`src/rtl/div_4bit_seq.sv`:
```
`default_nettype none
// ============================================================================
// Module   : div_4bit_seq
// Brief    : Sequential restoring shift-subtract unsigned divider, one
//            quotient bit per cycle. Optional macro DIV4_DIVZERO_FAST_EN
//            short-cuts divide-by-zero straight to DONE with err=1.
// Revision : 1.0
// ============================================================================
module div_4bit_seq #(
  parameter int WIDTH = 4
) (
  input  logic             clk,
  input  logic             rst,
  input  logic             start,
  input  logic [WIDTH-1:0] dividend,
  input  logic [WIDTH-1:0] divisor,
  output logic [WIDTH-1:0] quotient,
  output logic [WIDTH-1:0] remainder,
  output logic             busy,
  output logic             done,
  output logic             err
);

  localparam int c_CNT_W = $clog2(WIDTH + 1);

  typedef enum logic [1:0] {
    ST_IDLE = 2'd0,
    ST_RUN  = 2'd1,
    ST_DONE = 2'd2
  } state_t;

  state_t             r_state;
  state_t             w_state_nxt;
  logic [WIDTH-1:0]   r_dvd;
  logic [WIDTH-1:0]   r_dvs;
  logic [WIDTH:0]     r_prem;
  logic [c_CNT_W-1:0] r_cnt;

  logic               w_accept;
  logic               w_fast;
  logic               w_last;
  logic               w_qbit;
  logic [WIDTH:0]     w_shift;
  logic [WIDTH:0]     w_diff;
  logic [WIDTH:0]     w_prem_nxt;
  logic [WIDTH-1:0]   w_dvd_nxt;

  assign w_accept = start && (r_state != ST_RUN);
  assign w_last   = (r_cnt == c_CNT_W'(WIDTH - 1));

`ifdef DIV4_DIVZERO_FAST_EN
  assign w_fast = w_accept && (divisor == '0);
`else
  assign w_fast = 1'b0;
`endif

  // The dividend register doubles as the quotient shift register; a set top
  // partial-remainder bit would mean the shifted value already exceeds the divisor.
  assign w_shift    = {r_prem[WIDTH-1:0], r_dvd[WIDTH-1]};
  assign w_diff     = w_shift - {1'b0, r_dvs};
  assign w_qbit     = r_prem[WIDTH] || (w_shift >= {1'b0, r_dvs});
  assign w_prem_nxt = w_qbit ? w_diff : w_shift;
  assign w_dvd_nxt  = {r_dvd[WIDTH-2:0], w_qbit};

  always_ff @(posedge clk or posedge rst) begin
    if (rst) begin
      r_state <= ST_IDLE;
    end else begin
      r_state <= w_state_nxt;
    end
  end

  always_comb begin
    w_state_nxt = r_state;
    case (r_state)
      ST_IDLE, ST_DONE: begin
        if (w_fast) begin
          w_state_nxt = ST_DONE;
        end else if (start) begin
          w_state_nxt = ST_RUN;
        end else begin
          w_state_nxt = ST_IDLE;
        end
      end
      ST_RUN: begin
        if (w_last) begin
          w_state_nxt = ST_DONE;
        end
      end
      default: w_state_nxt = ST_IDLE;
    endcase
  end

  always_ff @(posedge clk or posedge rst) begin
    if (rst) begin
      r_dvd     <= '0;
      r_dvs     <= '0;
      r_prem    <= '0;
      r_cnt     <= '0;
      quotient  <= '0;
      remainder <= '0;
    end else begin
      if (w_accept) begin
        r_dvd  <= dividend;
        r_dvs  <= divisor;
        r_prem <= '0;
        r_cnt  <= '0;
      end else if (r_state == ST_RUN) begin
        r_dvd  <= w_dvd_nxt;
        r_prem <= w_prem_nxt;
        r_cnt  <= r_cnt + c_CNT_W'(1);
        if (w_last) begin
          quotient  <= w_dvd_nxt;
          remainder <= w_prem_nxt[WIDTH-1:0];
        end
      end
      if (w_fast) begin
        quotient  <= '1;
        remainder <= dividend;
      end
    end
  end

`ifdef DIV4_DIVZERO_FAST_EN
  logic r_err;

  // DONE lasts one cycle, so err only ever marks the fast-path result.
  always_ff @(posedge clk or posedge rst) begin
    if (rst) begin
      r_err <= 1'b0;
    end else begin
      r_err <= w_fast;
    end
  end

  assign err = r_err;
`else
  assign err = 1'b0;
`endif

  assign busy = (r_state == ST_RUN);
  assign done = (r_state == ST_DONE);

endmodule
`default_nettype wire
```
`config.mk`:
```
export PLATFORM = sky130hd
export DESIGN_NAME = div_4bit_seq
export DESIGN_NICKNAME = d
export VERILOG_FILES = /design/src/rtl/div_4bit_seq.sv
export SDC_FILE = /design/constraint.sdc
export NUM_CORES = 1
export LEC_CHECK = 0
export BUFFER_PORTS_ARGS = -buffer_cell sky130_fd_sc_hd__buf_2
export CELL_PAD_IN_SITES_DETAIL_PLACEMENT = 0
export CELL_PAD_IN_SITES_GLOBAL_PLACEMENT = 1
export CORE_ASPECT_RATIO = 1.2
export CORE_UTILIZATION = 42
export DETAILED_ROUTE_END_ITERATION = 10
export PLACE_DENSITY_LB_ADDON = 0.1
export SETUP_SLACK_MARGIN = 0.2
export SYNTH_ARGS = -nofsm -noshare
export SYNTH_HDL_FRONTEND = slang
export SYNTH_SLANG_ARGS = --single-unit
```
`constraint.sdc`:
```
create_clock -name clk -period 2.6 [get_ports clk]
set_clock_uncertainty 0.2 [all_clocks]
set_input_delay 0.39 -clock clk [delete_from_list [all_inputs] [get_ports clk]]
set_output_delay 0.39 -clock clk [all_outputs]
set_load 0.01 [all_outputs]
```
Yosys cells after proc, flatten, opt, wreduce, memory -nomap -nowiden
Cells that the tools add are included.

Bits in registers: 26. Latch bits: 0. RAM bits: 0. ROM bits: 0. Output and inout port bits: 11. Memories kept: 0.

$add $sub $neg: 2. Multipliers: 0. Div/mod/pow operators: 0. Magnitude comparators: 1. Equal/unequal tests: 5. Shift operators: 0. Mux-type cells: 10. Bitwise operators: 1. Reduce and logical (&&, ||, !) cells: 6.

Operator list (number): $mux 5 (3); $mux 4 (2); $mux 3 (2); $ge 5x4->1 (1); $sub 5x4->5 (1); $ne 2x1->1 const B (2); $pmux 2 s2 (1); $add 3x1->3 const B (1); $eq 3x2->1 const B (1); $reduce_and 3->1 (1); $eq 2x1->1 const B (1); $eq 2x2->1 const B (1); $logic_not 2->1 (1); $mux 2 (1); $reduce_bool 2->1 (1); $reduce_or 2->1 (1); $logic_and 1x1->1 (1); $logic_or 1x1->1 (1); $mux 1 (1); $not 1->1 (1).

Logic depth before layout (Yosys ltp)
Word-level depth: 5. Gate-level depth with buffers: 8.

Worst setup path before layout
OpenSTA, ideal clock, no wires.

Path kind: register -> register. Start point: register r_prem[1]. End point: register remainder[0]. Library setup time: 0.104 ns. Arrival time: 1.712 ns. Required time: 2.296 ns. Setup slack: 0.584 ns. Stages on the path, launching flop included: 6. Clock period less this slack: 2.016 ns. Cells stage by stage: dfrtp_1 -> ha_1 -> and3b_1 -> o31a_1 -> or4_1 -> o311ai_1.

Longest elaborated chain between the ends: 3.

RTL lines: start, declared (line 36) `logic [WIDTH:0] r_prem;`; start signal, assigned (line 110) `r_prem <= w_prem_nxt;`; $ge 5x4->1 (line 61) `assign w_qbit = r_prem[WIDTH] || (w_shift >= {1'b0, r_dvs});`; $logic_or 1x1->1 (line 61); $mux 5 (line 62) `assign w_prem_nxt = w_qbit ? w_diff : w_shift;`; end signal, assigned (line 114) `remainder <= w_prem_nxt[WIDTH-1:0];`; end signal, assigned (line 119) `remainder <= dividend;`; end, declared (line 18) `output logic [WIDTH-1:0] remainder,`.

Every way passes these cells. A chain may end at the register's enable or synchronous reset.

Worst setup path in the final report
Same ends and word-level chain as after synthesis.

==> impl_metrics.csv <==
group,metric,value,unit
pwr,cellPowerDensity,1390,nW/µm²
die,design.core.area,2890,µm²
setup_path,startpoint,"r_prem[1]$_DFFE_PP0P_",
routing,dr.first_iter.drc_count,35,
placed_design,place.gp.congestion,0.835,
timing,period_minus_slack,2170,ps
setup_path,slowest_stage,"dfrtp_1",
die,dieArea,3380,µm²
setup_path,cp_num_cells,5,
run,maxCapViolations,0,
yosys,yosys.cell_count.top_type,"dfrtp_1",
yosys,yosys-top-cells-area,"dfrtp_1 (49%), mux2_1 (6.0%), ha_1 (5.7%)",
routing,ant_nets,0,
timing,setup_tns,0,ps
die,die_h,63.4,µm
placed_design,dp_hpwl,1.97,mm
yosys,ys_ff_latch,26,
yosys,seq_area_frac_synth,49.2,%
global_routing,antenna_found_initial,0,
setup_path,cp-start-kind,"flip-flop",
clocking,numCtsBuffers,3,
timing,slew_viol_final,0,
status,run_status,"complete, no violations",
timing,finalSetupViolCount,0,
yosys,avgSynthCellArea,10.6,µm²
yosys,synth_cell_types,40,
setup_path,critPathRequiredTime,2640,ps
clocking,cts.sinks,26,
yosys,syn-num-nets,143,
setup_path,critPathArrivalTime,2210,ps
yosys,syn_inst,125,
pwr,p_leak,0.724,nW
global_routing,grt_overflow,0,
global_routing,grt_pass1_vias,1053,
setup_path,cp_slowest_stage_delay,440,ps
setup_path,r2r_cells,5,
yosys,yosys_most_used_dff,"dfrtp_1",
layout,final_net_count,166,
layout,synthToLayoutAreaGrowth,13.8,%
routing,first_pass_iters,4,
clocking,clk_pin_slew,140,ps
setup_path,worstSetupEndpoint,"remainder[0]$_DFFE_PP0P_",
routing,vias,995,
die,start_util,45.7,%
placed_design,pre_cts_ws,470,ps
yosys,synthesis.area,1320,µm²
global_routing,grt_max_degree,27,
die,ioPinCount,22,
setup_path,reg2reg_slack,430,ps
yosys,async_flop_share,100,%
setup_path,timing.rr.start,"r_prem[1]$_DFFE_PP0P_",
yosys,yosysTopAreaCellShare,49.2,%
timing,fin_ws,429,ps
layout,utilization,52.0,%
yosys,synth_edf_count,0,
global_routing,grt_usage,19.8,%
clocking,cts_root_buffer,"clkbuf_4",
worst_hold_path,worstHoldPathType,"in -> reg",
clocking,cts_tree,"done",
die,rows,21,
placed_design,io_buffers,20,
layout,antenna_cells,0,
timing,post-route-period-util,83.5,%
clocking,post_cts_buffers,0,
setup_path,endpoint_kind,"flip-flop",
pwr,peakVddDrop,0.000753,V
setup_path,crit_type,"reg -> reg",
timing,hold_viol_final,0,
timing,fmax,0.461,GHz
yosys,synth_largest_area_cell,"dfrtp_1",
routing,wl_per_cell,14.6,µm
setup_path,crit_buf_inv,0,
die,die_x,53.2,µm
clocking,cts_max_level,1,
yosys,yosys_warnings,0,
routing,wl,2.64,mm
routing,drc_errors,0,
clocking,clock_path_buffers,2,
yosys,yosys-top-cells-count,"dfrtp_1 (26), nand2_1 (12), nand3_1 (9)",
global_routing,grt_pass1_wl,4.83,mm
clocking,ctsResizeCount,0,
layout,drive_gt1_share,22.4,%
setup_path,cp_top_family,"simple AND/OR/NAND/NOR gates",
timing,whs,63.3,ps
timing,rsz0062_at_grt,"no",
setup_path,regToRegEndpoint,"remainder[0]$_DFFE_PP0P_",
setup_path,path_max_fanout,5,
routing,vias_per_cell,5.50,
setup_path,crit_chain,"ha_1 > and3b_1 > o31a_1 > or4_1 > o311ai_1",
clocking,clk-insertion-delay-late,330,ps
per-layer routing:
layer  up-vias  wire, µm  global-route usage (%)  share of wire [%]
li1        491         -                       -                  -
met1       478      1160                    25.4                 44
met2        21      1350                    33.0                 51
met3         5        81                    2.17                3.1
met4         0        53                    7.89                2.0
met5         -         0                       0                  0
worst reg2reg max path: stages (launching register included):
cell and delay (ps):
dfrtp_1 440, ha_1 360, and3b_1 250, o31a_1 320, or4_1 400, o311ai_1 110
cells in the final DEF, fill, tap and decap left out, drive strengths merged, types with 3 or more instances in the layout:
cell,n
nand2,13
ha,6
o311ai,4
o21ai,9
nand4,3
buf,23
mux2i,3
nand3,9
inv,9
clkbuf,4
dfrtp,26
mux2,7
sequential cells by signal, indices dropped and copies added (netlist names):
signal and cells:
remainder 4, r_state 2, r_dvs 4, quotient 4, r_prem 5, r_dvd 4, r_cnt 3
area by class of cell:
cell class | count | area [µm²]
clock buffer | 4 | 36.3
sequential | 26 | 651
inverter | 10 | 38.8
timing repair buffer | 24 | 133
fill | 293 | 1390
multi-input combinational | 83 | 603
tap | 34 | 42.5
how the worst min path moves through the flow:
stage	from	to	slack, ps	cells past startpoint
2_1_floorplan	rst	quotient[0]$_DFFE_PP0P_	230	1
3_3_place_gp	rst	quotient[3]$_DFFE_PP0P_	260	3
3_5_place_dp	rst	quotient[3]$_DFFE_PP0P_	260	3
4_1_cts	divisor[1]	r_dvs[1]$_DFFE_PP0P_	60	2
5_1_grt	divisor[1]	r_dvs[1]$_DFFE_PP0P_	50	2
6_report	divisor[1]	r_dvs[1]$_DFFE_PP0P_	60	2
kinds of logic (layout without fill, tap and decap cells):
logic type	Yosys count	count (layout)	synth area share, %
AOI/OAI and AO/OA	25	25	12.6
xor gates and xnor gates	2	2	1.33
adders and majority gates	7	7	7.20
buffers and inverters	16	38	5.11
DFF	26	26	49.2
muxes	10	10	8.24
other	1	1	0.284
and+or+nand+nor	38	38	16.0
stage by stage:
stage	std cells	area [µm²]	total power [mW]
2_1_floorplan	125	1320	1.55
3_3_place_gp	176	1460	1.86
3_5_place_dp	176	1460	1.89
4_1_cts	181	1500	2.10
5_1_grt	181	1500	2.30
6_report	181	1500	2.08
where the power goes:
group | internal, mW | switching, mW | total, mW
logic | 0.487 | 0.661 | 1.15
registers | 0.602 | 0.124 | 0.726
clock network | 0.0860 | 0.123 | 0.209
timing repair:
| action | CTS | global route |
|---|---|---|
| hold buffers | 1 | 0 |
| setup endpoints to repair | 0 | 0 |
| endpoints found under the hold margin | 26 | 0 |
No activity file was read; power rests on OpenSTA's default activity.
